[config.mk]
export PLATFORM = sky130hd
export DESIGN_NAME = conv_result_uart_tx_flat
export DESIGN_NICKNAME = d
export VERILOG_FILES = /design/src/rtl/conv_result_uart_tx_if.sv /design/src/rtl/conv_result_uart_tx.sv /design/src/flat_wrapper.sv
export SDC_FILE = /design/constraint.sdc
export NUM_CORES = 1
export LEC_CHECK = 0
export ABC_AREA = 0
export BUFFER_PORTS_ARGS = -buffer_cell sky130_fd_sc_hd__buf_4
export CORE_ASPECT_RATIO = 0.7
export CORE_MARGIN = 4
export CORE_UTILIZATION = 50
export DETAILED_ROUTE_END_ITERATION = 6
export GPL_ROUTABILITY_DRIVEN = 0
export PLACE_DENSITY = 0.83
export SLEW_MARGIN = 10
export SYNTH_ARGS = -nofsm -noshare
export SYNTH_HDL_FRONTEND = slang
export SYNTH_SLANG_ARGS = --single-unit
[constraint.sdc]
create_clock -name clk_i -period 1.8 [get_ports clk_i]
set_input_delay 0.09 -clock clk_i [delete_from_list [all_inputs] [get_ports clk_i]]
set_output_delay 0.09 -clock clk_i [all_outputs]
set_load 0.1 [all_outputs]
[src/rtl/conv_result_uart_tx_if.sv]
// rtl/conv_result_uart_tx_if.sv - result-BRAM read port, frame trigger and UART status bundle
// master is the transmitter side; slave is the convolution engine / BRAM / host side.
interface conv_result_uart_tx_if #(
   parameter int ADDR_W = 14
);
   logic              conv_done;
   logic              ena_res;
   logic [ADDR_W-1:0] addr_res;
   logic [7:0]        dout_res;
   logic              tx;
   logic              tx_busy;
   logic              tx_done;
   logic [ADDR_W-1:0] byte_cnt;

   modport master (
      input  conv_done, dout_res,
      output ena_res, addr_res, tx, tx_busy, tx_done, byte_cnt
   );

   modport slave (
      output conv_done, dout_res,
      input  ena_res, addr_res, tx, tx_busy, tx_done, byte_cnt
   );
endinterface

[src/rtl/conv_result_uart_tx.sv]
// rtl/conv_result_uart_tx.sv - streams the M*M convolution result BRAM to the host over UART 8N1
// Each byte is FETCH, WAIT, START, 8 DATA bits and STOP with no idle gap between bytes.
module conv_result_uart_tx #(
   parameter int N            = 20,
   parameter int P            = 3,
   parameter int ADDR_W       = 14,
   parameter int CLKS_PER_BIT = 868
) (
   input  logic                  clk_i,
   input  logic                  rst_i,
   conv_result_uart_tx_if.master bus
);
   localparam int                M         = N - P + 1;
   localparam logic [ADDR_W-1:0] LAST_ADDR = ADDR_W'(M * M - 1);
   localparam int                TW        = (CLKS_PER_BIT > 1) ? $clog2(CLKS_PER_BIT) : 1;
   localparam logic [TW-1:0]     TMR_LAST  = TW'(CLKS_PER_BIT - 1);

   localparam logic [2:0] S_IDLE  = 3'd0;
   localparam logic [2:0] S_FETCH = 3'd1;
   localparam logic [2:0] S_WAIT  = 3'd2;
   localparam logic [2:0] S_START = 3'd3;
   localparam logic [2:0] S_DATA  = 3'd4;
   localparam logic [2:0] S_STOP  = 3'd5;
   localparam logic [2:0] S_DONE  = 3'd6;

   logic [2:0]        state_q, state_d;
   logic              cd_q;
   logic [ADDR_W-1:0] byte_cnt_q, byte_cnt_d;
   logic [ADDR_W-1:0] addr_q, addr_d;
   logic              ena_q, ena_d;
   logic              tx_q, tx_d;
   logic              busy_q, busy_d;
   logic              done_q, done_d;
   logic [7:0]        sh_q, sh_d;
   logic [2:0]        bit_q, bit_d;
   logic [TW-1:0]     tmr_q, tmr_d;
   logic              start;
   logic              tmr_end;

   always_comb begin
      start      = bus.conv_done & ~cd_q;
      tmr_end    = (tmr_q == TMR_LAST);
      state_d    = state_q;
      byte_cnt_d = byte_cnt_q;
      busy_d     = busy_q;
      done_d     = done_q;
      sh_d       = sh_q;
      bit_d      = bit_q;
      tmr_d      = tmr_q;
      case (state_q)
         S_IDLE, S_DONE: begin
            if (start) begin
               state_d    = S_FETCH;
               byte_cnt_d = '0;
               busy_d     = 1'b1;
               done_d     = 1'b0;
            end
         end
         S_FETCH: state_d = S_WAIT;
         S_WAIT: begin
            sh_d    = bus.dout_res;
            tmr_d   = '0;
            state_d = S_START;
         end
         S_START: begin
            if (tmr_end) begin
               tmr_d   = '0;
               bit_d   = 3'd0;
               state_d = S_DATA;
            end else begin
               tmr_d = tmr_q + 1'b1;
            end
         end
         S_DATA: begin
            if (tmr_end) begin
               tmr_d = '0;
               sh_d  = {1'b0, sh_q[7:1]};
               if (bit_q == 3'd7) state_d = S_STOP;
               else               bit_d   = bit_q + 3'd1;
            end else begin
               tmr_d = tmr_q + 1'b1;
            end
         end
         S_STOP: begin
            if (tmr_end) begin
               tmr_d = '0;
               if (byte_cnt_q == LAST_ADDR) begin
                  state_d = S_DONE;
                  busy_d  = 1'b0;
                  done_d  = 1'b1;
               end else begin
                  byte_cnt_d = byte_cnt_q + 1'b1;
                  state_d    = S_FETCH;
               end
            end else begin
               tmr_d = tmr_q + 1'b1;
            end
         end
         default: state_d = S_IDLE;
      endcase

      // Outputs are registered from the next state so tx never glitches off BRAM data.
      ena_d  = (state_d == S_FETCH) || (state_d == S_WAIT);
      addr_d = (state_d == S_FETCH) ? byte_cnt_d : addr_q;
      case (state_d)
         S_START: tx_d = 1'b0;
         S_DATA:  tx_d = sh_d[0];
         default: tx_d = 1'b1;
      endcase
   end

   always_ff @(posedge clk_i) begin
      if (rst_i) begin
         state_q    <= S_IDLE;
         cd_q       <= 1'b0;
         byte_cnt_q <= '0;
         addr_q     <= '0;
         ena_q      <= 1'b0;
         tx_q       <= 1'b1;
         busy_q     <= 1'b0;
         done_q     <= 1'b0;
         sh_q       <= '0;
         bit_q      <= '0;
         tmr_q      <= '0;
      end else begin
         state_q    <= state_d;
         cd_q       <= bus.conv_done;
         byte_cnt_q <= byte_cnt_d;
         addr_q     <= addr_d;
         ena_q      <= ena_d;
         tx_q       <= tx_d;
         busy_q     <= busy_d;
         done_q     <= done_d;
         sh_q       <= sh_d;
         bit_q      <= bit_d;
         tmr_q      <= tmr_d;
      end
   end

   assign bus.ena_res  = ena_q;
   assign bus.addr_res = addr_q;
   assign bus.tx       = tx_q;
   assign bus.tx_busy  = busy_q;
   assign bus.tx_done  = done_q;
   assign bus.byte_cnt = byte_cnt_q;
endmodule

[src/flat_wrapper.sv]
// flat-port wrapper written by rule: the top's interface ports become plain ports
module conv_result_uart_tx_flat 
#(
   parameter int N            = 20,
   parameter int P            = 3,
   parameter int ADDR_W       = 14,
   parameter int CLKS_PER_BIT = 868
)
  (clk_i, rst_i, bus_conv_done, bus_dout_res, bus_ena_res, bus_addr_res, bus_tx, bus_tx_busy, bus_tx_done, bus_byte_cnt);
  conv_result_uart_tx_if #(.ADDR_W(ADDR_W)) bus_i ();
  input  logic clk_i;
  input  logic rst_i;
  input wire logic [$bits(bus_i.conv_done)-1:0] bus_conv_done;
  input wire logic [$bits(bus_i.dout_res)-1:0] bus_dout_res;
  output wire logic [$bits(bus_i.ena_res)-1:0] bus_ena_res;
  output wire logic [$bits(bus_i.addr_res)-1:0] bus_addr_res;
  output wire logic [$bits(bus_i.tx)-1:0] bus_tx;
  output wire logic [$bits(bus_i.tx_busy)-1:0] bus_tx_busy;
  output wire logic [$bits(bus_i.tx_done)-1:0] bus_tx_done;
  output wire logic [$bits(bus_i.byte_cnt)-1:0] bus_byte_cnt;
  assign bus_i.conv_done = bus_conv_done;
  assign bus_i.dout_res = bus_dout_res;
  assign bus_ena_res = bus_i.ena_res;
  assign bus_addr_res = bus_i.addr_res;
  assign bus_tx = bus_i.tx;
  assign bus_tx_busy = bus_i.tx_busy;
  assign bus_tx_done = bus_i.tx_done;
  assign bus_byte_cnt = bus_i.byte_cnt;
  conv_result_uart_tx #(.N(N), .P(P), .ADDR_W(ADDR_W), .CLKS_PER_BIT(CLKS_PER_BIT)) u_core (.clk_i(clk_i), .rst_i(rst_i), .bus(bus_i));
endmodule
==> flow_summary.ini <==
[worst_setup_path]
crit_arrival_ns = 2.45
crit_chain = nor4b_1, nand4_1, buf_6, o21ai_4, a32o_2, buf_6, a211oi_2, a31o_1
crit_required_ns = 2.05
cp_max_fo = 5
cp_top_family = compound AO/OA/AOI/OAI gates
critPathLaunchType = flip-flop
end_kind = flip-flop
max_stage_delay_ns = 0.39
timing.critical_path.buf_inv = 2
crit_top_cell = buf_6
r2r_setup_slack_ns = -0.41
crit_slowest_cell = nor4b_1
worstSetupPathType = flip-flop to flip-flop

[clocking]
htreeDepth = 3
clkLatencyLatePin_ns = 0.36
cts_inserted_buffers = 9
clk_path_buf_depth = 2
cts.sinks = 57
clk_pin_slew_ns = 0.07
cts_tree = yes
clockRootBuffer = clkbuf_8

[global_routing]
grt_start_max_net_pins = 28
antenna_found_initial = 0
grt_use_total_pct = 30.12
grt_overflow = 0
grt_pass1_vias = 3163
grt_pass1_wl_um = 15820

[power]
leakage_nw = 1.889
irDropWorstVdd_v = 0.0009191
p_total_mw = 3.866
powerDensity_nw_per_um2 = 824.4

[logic_synthesis]
synth.cell_area_um2 = 2734
synthCells = 325
synth-seq-area-share_pct = 41.74
synth.distinct_cells = 50
synth-edff-count = 0
synth_common_cells = dfxtp_1, nor2_1, a21oi_1
synthTopCellsByArea = dfxtp_1, a21oi_1, nor2_1
syn_avg_cell_area_um2 = 8.412
syn_nets = 340
synth_top_cell_area_share_pct = 41.74
ys_ff_latch = 57
synth_top_flop_cell = dfxtp_1
async_flop_share_pct = 0
yosys_warnings = 0
yosysMostFrequentCell = dfxtp_1
yosysTopAreaCell = dfxtp_1

[floorplanning]
die_h_um = 69.87
chipWidth_um = 96.38
placementRows = 22
initial_core_util_pct = 52.00
top_level_ports = 43
fp.dieArea_um2 = 6734
core_um2 = 5258

[timing]
setup_tns_ns = -12.09
final_hold_viol_count = 0
max_slew_margin_pct = 58.33
rsz0062_at_grt = yes
period_share_pct = 122.5
max_freq_mhz = 453.4
tightest_slew_ns = 0.6204
worst_slack_ns = -0.4057
skew_ns = 0.008440
hold_slack_ns = 0.01639
fin_crit_ns = 2.206
slew_viol_final = 0
setup_viol = 56

[placed_design]
port_buffers = 42
dp_slack_ns = -0.2332
dp.cells = 494
dpl-instance-area_um2 = 3751
hpwlAfterDp_um = 5996

[final_layout]
antenna-diode-count = 0
final_util_pct = 89.20
instances_no_fill = 532
nets = 470
design_area_um2 = 4690
area_delta_synth_final_pct = 71.53
layout-drive-gt1-share_pct = 56.96

[job]
drv_cap = 0

[drt]
detail-route-antenna-nets = 0
route.detailed.drc = 0
drt_iter0_drc = 502
wl_per_cell_um = 24.66
routed_wl_um = 13120
avgViaCountPerCell = 6.752
vias = 3592
dr.pass1.iters = 6

[run_status]
violations = setup timing
status = complete, but fails checks

[hold_path]
hold_path_class = input pin to flip-flop
final timing paths:
path | start | depth (start not counted) | to
worst max-delay path | u_core.bus.byte_cnt[9]$_SDFF_PP0_ | 8 | u_core.bus.addr_res[7]$_SDFFE_PP0N_
worst max register to register | u_core.bus.byte_cnt[9]$_SDFF_PP0_ | 8 | u_core.bus.addr_res[7]$_SDFFE_PP0N_
worst min-delay path | bus_dout_res[2] | 3 | u_core.sh_q[2]$_SDFFE_PP0P_
worst min register to register | u_core.sh_q[1]$_SDFFE_PP0P_ | 2 | u_core.sh_q[1]$_SDFFE_PP0P_
state kept, by name, indices dropped and copies added (netlist names):
name,flops
u_core.bit_q,3
u_core.bus.addr_res,14
u_core.bus.byte_cnt,14
u_core.bus.ena_res,1
u_core.bus.tx,1
u_core.bus.tx_busy,1
u_core.bus.tx_done,1
u_core.cd_q,1
u_core.sh_q,8
u_core.state_q,3
u_core.tmr_q,10
cell type report:
type,count,area [µm²]
inverters,2,7.507
flip-flops and latches,57,1197
clock buffers,13,158.9
repair buffers,134,1146
fillers,217,568.0
clock inverters,3,40.04
well taps,72,90.09
multi-input cells,251,2049
report_power, final:
group / internal (mW) / switching (mW)
sequential: 1.31 / 0.0608
clock: 0.711 / 0.546
combinational: 0.457 / 0.782
total: 2.48 / 1.39
worst min-delay path, cell delays in order:
cell	delay, ns
buf_4	0.08
a22oi_2	0.05
a21oi_2	0.11
repair_timing:
action                                  in CTS  in global routing
hold buffers                                 1                  0
hold endpoints to repair                     1                  0
pin swaps                                   41                 52
setup buffers                               10                  9
resized for setup                           50                 81
gates cloned                                 1                  1
endpoints found under the setup margin      40                 55
per-layer routing:
| layer | wire length [µm] | GRT usage, % |
|---|---|---|
| met1 | 4756 | 39.69 |
| met2 | 6021 | 44.38 |
| met3 | 1572 | 10.12 |
| met4 | 770 | 13.37 |
| met5 | 0 | 0 |
cells by family (layout without fill, tap and decap cells):
family,count (synthesis),count (layout),share of synthesized area [%]
AND/OR/NAND/NOR,146,146,28.19
XOR/XNOR,1,1,0.5951
multiplexers,5,5,1.831
flip-flops,57,57,41.74
adder cells (fa/ha/maj),4,4,1.831
buffers and inverters,17,152,3.066
AO/OA/AOI/OAI,95,95,22.75
cell usage in the layout, fill, tap and decap left out, drive strengths merged, types with 4 or more instances in the layout:
cell / n
a211oi: 5
a21oi: 35
a22oi: 9
a31o: 4
a31oi: 5
and2: 6
and3: 9
buf: 132
clkbuf: 14
dfxtp: 57
ha: 4
mux2i: 5
nand2: 30
nand2b: 4
nand3: 10
nand4: 9
nor2: 42
nor2b: 4
nor3: 7
nor3b: 6
o211ai: 5
o21ai: 17
or3: 10
(Power assumes the default switching activity.)
